==> config.mk <==
export PLATFORM = sky130hd
export DESIGN_NAME = alu_mp_sequencer
export DESIGN_NICKNAME = d
export VERILOG_FILES = /design/src/rtl/alu_mp_sequencer.sv
export SDC_FILE = /design/constraint.sdc
export NUM_CORES = 1
export LEC_CHECK = 0
export ABC_AREA = 1
export BUFFER_PORTS_ARGS = -buffer_cell sky130_fd_sc_hd__buf_2
export CAP_MARGIN = 20
export CORE_UTILIZATION = 30
export CTS_CLUSTER_DIAMETER = 150
export DETAILED_ROUTE_END_ITERATION = 10
export PLACE_DENSITY_LB_ADDON = 0.25
export SYNTH_ARGS = -nofsm -noshare
export SYNTH_HDL_FRONTEND = slang
export SYNTH_SLANG_ARGS = --single-unit
==> constraint.sdc <==
create_clock -name clk -period 3.8 [get_ports clk]
set_input_delay 0.19 -clock clk [delete_from_list [all_inputs] [get_ports clk]]
set_output_delay 0.19 -clock clk [all_outputs]
set_load 0.02 [all_outputs]
==> src/rtl/alu_mp_sequencer.sv <==
// Multi-precision ADD/SUB/EQ/GT sequencer that issues one 16-bit ALU op per cycle.
// Ports: clk/resetN, start/op/opA/opB request, busy/done/res/flag result, alu* ALU drive/return.
module alu_mp_sequencer #(
  parameter int WORDS = 4
) (
  input  logic                 clk,
  input  logic                 resetN,
  input  logic                 start,
  input  logic [1:0]           op,
  input  logic [16*WORDS-1:0]  opA,
  input  logic [16*WORDS-1:0]  opB,
  output logic                 busy,
  output logic                 done,
  output logic [16*WORDS-1:0]  res,
  output logic                 flag,
  output logic [15:0]          aluA,
  output logic [15:0]          aluB,
  output logic [3:0]           aluC,
  output logic                 aluCarryIn,
  input  logic [15:0]          aluZ,
  input  logic                 aluCarryOut
);

  localparam int IW = $clog2(WORDS);
  localparam logic [IW-1:0] LAST = IW'(WORDS - 1);

  localparam logic [2:0] S_IDLE = 3'd0;
  localparam logic [2:0] S_ADD  = 3'd1;
  localparam logic [2:0] S_NOTB = 3'd2;
  localparam logic [2:0] S_SUMB = 3'd3;
  localparam logic [2:0] S_CEQ  = 3'd4;
  localparam logic [2:0] S_GEQ  = 3'd5;
  localparam logic [2:0] S_GGT  = 3'd6;
  localparam logic [2:0] S_DONE = 3'd7;

  localparam logic [3:0] C_NOP = 4'b0000;
  localparam logic [3:0] C_NOT = 4'b0011;
  localparam logic [3:0] C_ADD = 4'b0101;
  localparam logic [3:0] C_GT  = 4'b1101;
  localparam logic [3:0] C_EQ  = 4'b1110;

  logic [2:0]          state;
  logic [16*WORDS-1:0] a_q;
  logic [16*WORDS-1:0] b_q;
  logic [IW-1:0]       idx;
  logic                carry;
  logic [15:0]         nb;

  logic [15:0] a_w;
  logic [15:0] b_w;
  logic        c_next;
  logic        last;

  assign a_w  = a_q[int'(idx)*16 +: 16];
  assign b_w  = b_q[int'(idx)*16 +: 16];
  assign last = (idx == LAST);

  // ALU carry-out ignores carry-in; a carry-in that wraps the sum
  // to zero is the only other way to overflow.
  assign c_next = aluCarryOut | (aluCarryIn & (aluZ == 16'h0000));

  assign busy = (state != S_IDLE);
  assign done = (state == S_DONE);

  always_comb begin
    aluA       = 16'h0000;
    aluB       = 16'h0000;
    aluC       = C_NOP;
    aluCarryIn = 1'b0;
    case (state)
      S_ADD: begin
        aluA       = a_w;
        aluB       = b_w;
        aluC       = C_ADD;
        aluCarryIn = carry;
      end
      S_NOTB: begin
        aluA = a_w;
        aluB = b_w;
        aluC = C_NOT;
      end
      S_SUMB: begin
        aluA       = a_w;
        aluB       = nb;
        aluC       = C_ADD;
        aluCarryIn = carry;
      end
      S_CEQ, S_GEQ: begin
        aluA = a_w;
        aluB = b_w;
        aluC = C_EQ;
      end
      S_GGT: begin
        aluA = a_w;
        aluB = b_w;
        aluC = C_GT;
      end
      default: ;
    endcase
  end

  always_ff @(posedge clk or negedge resetN) begin
    if (!resetN) begin
      state <= S_IDLE;
      a_q   <= '0;
      b_q   <= '0;
      idx   <= '0;
      carry <= 1'b0;
      nb    <= 16'h0000;
      res   <= '0;
      flag  <= 1'b0;
    end else begin
      case (state)
        S_IDLE: begin
          if (start) begin
            a_q   <= opA;
            b_q   <= opB;
            res   <= '0;
            flag  <= 1'b0;
            carry <= (op == 2'b01);
            idx   <= (op == 2'b11) ? LAST : '0;
            case (op)
              2'b00:   state <= S_ADD;
              2'b01:   state <= S_NOTB;
              2'b10:   state <= S_CEQ;
              default: state <= S_GEQ;
            endcase
          end
        end
        S_ADD: begin
          res[int'(idx)*16 +: 16] <= aluZ;
          carry <= c_next;
          if (last) begin
            flag  <= c_next;
            state <= S_DONE;
          end else begin
            idx <= idx + IW'(1);
          end
        end
        S_NOTB: begin
          nb    <= aluZ;
          state <= S_SUMB;
        end
        S_SUMB: begin
          res[int'(idx)*16 +: 16] <= aluZ;
          carry <= c_next;
          if (last) begin
            flag  <= c_next;
            state <= S_DONE;
          end else begin
            idx   <= idx + IW'(1);
            state <= S_NOTB;
          end
        end
        S_CEQ: begin
          if (!aluZ[0]) begin
            flag  <= 1'b0;
            state <= S_DONE;
          end else if (last) begin
            flag  <= 1'b1;
            state <= S_DONE;
          end else begin
            idx <= idx + IW'(1);
          end
        end
        S_GEQ: begin
          if (!aluZ[0]) begin
            state <= S_GGT;
          end else if (idx == '0) begin
            flag  <= 1'b0;
            state <= S_DONE;
          end else begin
            idx <= idx - IW'(1);
          end
        end
        S_GGT: begin
          flag  <= aluZ[0];
          state <= S_DONE;
        end
        default: state <= S_IDLE;
      endcase
    end
  end

endmodule

==> impl_metrics.tcl <==
set metrics [dict create \
    outcome "completed" \
    dpl.cell_count 1618 \
    setup_viol 0 \
    synth_common_cells "dfrtp_1, nand2_1, nand3_1" \
    r2r_end "res[44]" \
    muxShareOfSynthArea_pct 16.92 \
    dieWidth_um 186.8 \
    multi_input_area_mm2 0.004324 \
    fin_cells 1811 \
    fp.dieArea_mm2 0.03490 \
    rsz0062_at_grt "false" \
    worst_slack_ns 1.170 \
    grt.total_usage_pct 18.68 \
    critPathLaunchType "flip-flop" \
    synth.most_common_cell "dfrtp_1" \
    r2r-start "idx[0]" \
    numClockSinks 215 \
    rows 67 \
    portBuffers 253 \
    slew_headroom_pct 30.47 \
    end_kind "output pin" \
    antenna_found_initial 2 \
    vdd_drop_max_uv 449.3 \
    insertion_delay_ns 0.52 \
    dr.pass1.iters 6 \
    route.detailed.drc 0 \
    gp_congestion 0.8192 \
    tritoncts "done" \
    vias 8582 \
    r2r_slack_ns 1.34 \
    stdcell_area_mm2 0.01424 \
    dp_hpwl_mm 21.76 \
    dp_slack_ns 1.278 \
    synth_top_family_by_area "multiplexers" \
    synth_compound_area_share_pct 9.609 \
    ys_warn_count 0 \
    grt_pass1_vias 8915 \
    period_share_pct 69.21 \
    timing.final.hold_violations 0 \
    synth_fa_ha_area_share_pct 0.9768 \
    synth.distinct_cells 32 \
    nets 1501 \
    clkTransAtPathRegs_ns 0.06 \
    syn2layout_area_growth_pct 38.94 \
    clockRootBuffer "clkbuf_16" \
    synth_area_leaders "dfrtp_1, mux2_4, mux2_2" \
    start_util_pct 30.56 \
    hold_path.class "in2reg" \
    drive_gt1_share_pct 32.99 \
    critical_path.max_fanout 68 \
    syn_area_mm2 0.01025 \
    grt_pass1_wl_mm 51.57 \
    dieHeight_um 186.8 \
    yosysSeqAreaShare_pct 52.50 \
    ys_ff_latch 215 \
    critPathLaunch "idx[0]" \
    powerDensity_mw_per_mm2 842.2 \
    crit_path_end "aluA[7]" \
    synth.avg_cell_area_um2 10.56 \
    htreeDepth 1 \
    worstMarginPinSlew_ns 1.043 \
    synth-edff-count 0 \
    regArea_mm2 0.005383 \
    yosys.area_share.simple_pct 14.41 \
    leakagePower_nw 7.037 \
    clock_skew_ns 0.009505 \
    synthCells 970 \
    routed_wl_mm 32.85 \
    final_max_slew_viol_count 0 \
    grt-ovfl-total 0 \
    drtIter0Drc 444 \
    syn_nets 1128 \
    synth_top_area_share_pct 52.50 \
    grt_max_degree 129 \
    ios 254 \
    synth_xor_area_share_pct 0.08547 \
    numCtsBuffers 26 \
    placed_area_mm2 0.01185 \
    path_class "reg2out" \
    max_freq_mhz 380.3 \
    fillers 3278 \
    postLayoutCoreUtil_pct 42.46 \
    required_ns 3.61 \
    wl_per_cell_um 18.14 \
    coreArea_mm2 0.03353 \
    finalSetupTns_ns 0 \
    yosysTopAreaCell "dfrtp_1" \
    synth_ff_type "dfrtp_1" \
    drv_cap 0 \
    cp_data_arrival_time_ns 2.44 \
    min_period_ns 2.630 \
    clockBufferDepth 3 \
    ff2ff_path_depth 5 \
    async_flop_share_pct 100.0 \
    antenna_left 0 \
    vias_per_cell 4.739 \
]
## per-stage QoR
stage / power, mW / hold slack, ns
5_1_grt: 12.79 / 0.04834
6_report: 11.99 / 0.06061
4_1_cts: 12.14 / 0.02320
3_5_place_dp: 9.270 / 0.3880
2_1_floorplan: 7.536 / -0.1056
3_3_place_gp: 9.200 / 0.3883
## layer usage
layer	track usage [%]	wire length (µm)
met1	24.87	14640
met4	5.139	894
met5	0	0
met3	3.977	1913
met2	30.64	15400
## final cells by class
type | instances | area share [%]
Timing Repair Buffer | 411 | 20.02
Clock buffer | 37 | 5.501
Tap cell | 448 | 3.937
Sequential cell | 215 | 37.81
Multi-Input combinational cell | 640 | 30.37
Antenna cell | 2 | 0.03515
Inverter | 49 | 1.292
Clock inverter | 9 | 1.037
## worst max-delay path: stages, from the launching register on
cell,delay (ns)
dfrtp_2,0.41
inv_2,0.06
buf_4,0.59
o21ai_0,0.41
a21oi_1,0.22
buf_2,0.20
## state kept, by name (all words and copies together), names as in the netlist
| signal | count |
|---|---|
| idx | 2 |
| carry | 1 |
| b_q | 64 |
| a_q | 64 |
| res | 64 |
| nb | 16 |
| flag | 1 |
| state | 3 |
## placed cells by master (no fill, tap or decap), types with 7 or more instances in the layout
master	instances
buf_4	11
clkbuf_8	7
o22ai_1	16
dlygate4sd3_1	145
nand3_1	107
a21oi_1	19
buf_2	252
a32o_1	16
clkbuf_16	27
o21ai_0	70
ha_1	8
nand2_1	131
mux2_4	78
inv_1	44
o31ai_1	28
nor2_1	96
mux2_2	50
dfrtp_1	213
## how the worst min path moves through the flow
stage	from	endpoint	cells after the start
floorplan	resetN	a_q[0]	0
global placement	resetN	a_q[23]	1
detailed placement	resetN	a_q[7]	1
CTS	aluZ[0]	res[48]	3
global route	aluZ[0]	res[48]	3
finish	aluZ[0]	res[48]	3
## where the power goes
part           total (mW)  internal (mW)  switching [mW]
logic                5.41           2.24            3.18
registers            3.91           3.29           0.615
clock network        2.67           1.69           0.979
total                12.0           7.22            4.77
## logic make-up (layout without fill, tap and decap cells)
family                     Yosys count  after routing
adders and majority gates            8              8
other                                0              2
DFF                                215            215
AOI/OAI and AO/OA                  158            158
xor gates and xnor gates             1              1
and+or+nand+nor                    345            345
muxes                              128            128
buffers and inverters              115            506
## what timing repair did
item	CTS	global route
buffers inserted	0	0
hold buffers	145	0
gates resized for setup	0	0
endpoints found under the hold margin	289	0
Note: power is estimated with default switching activity, not from simulation.
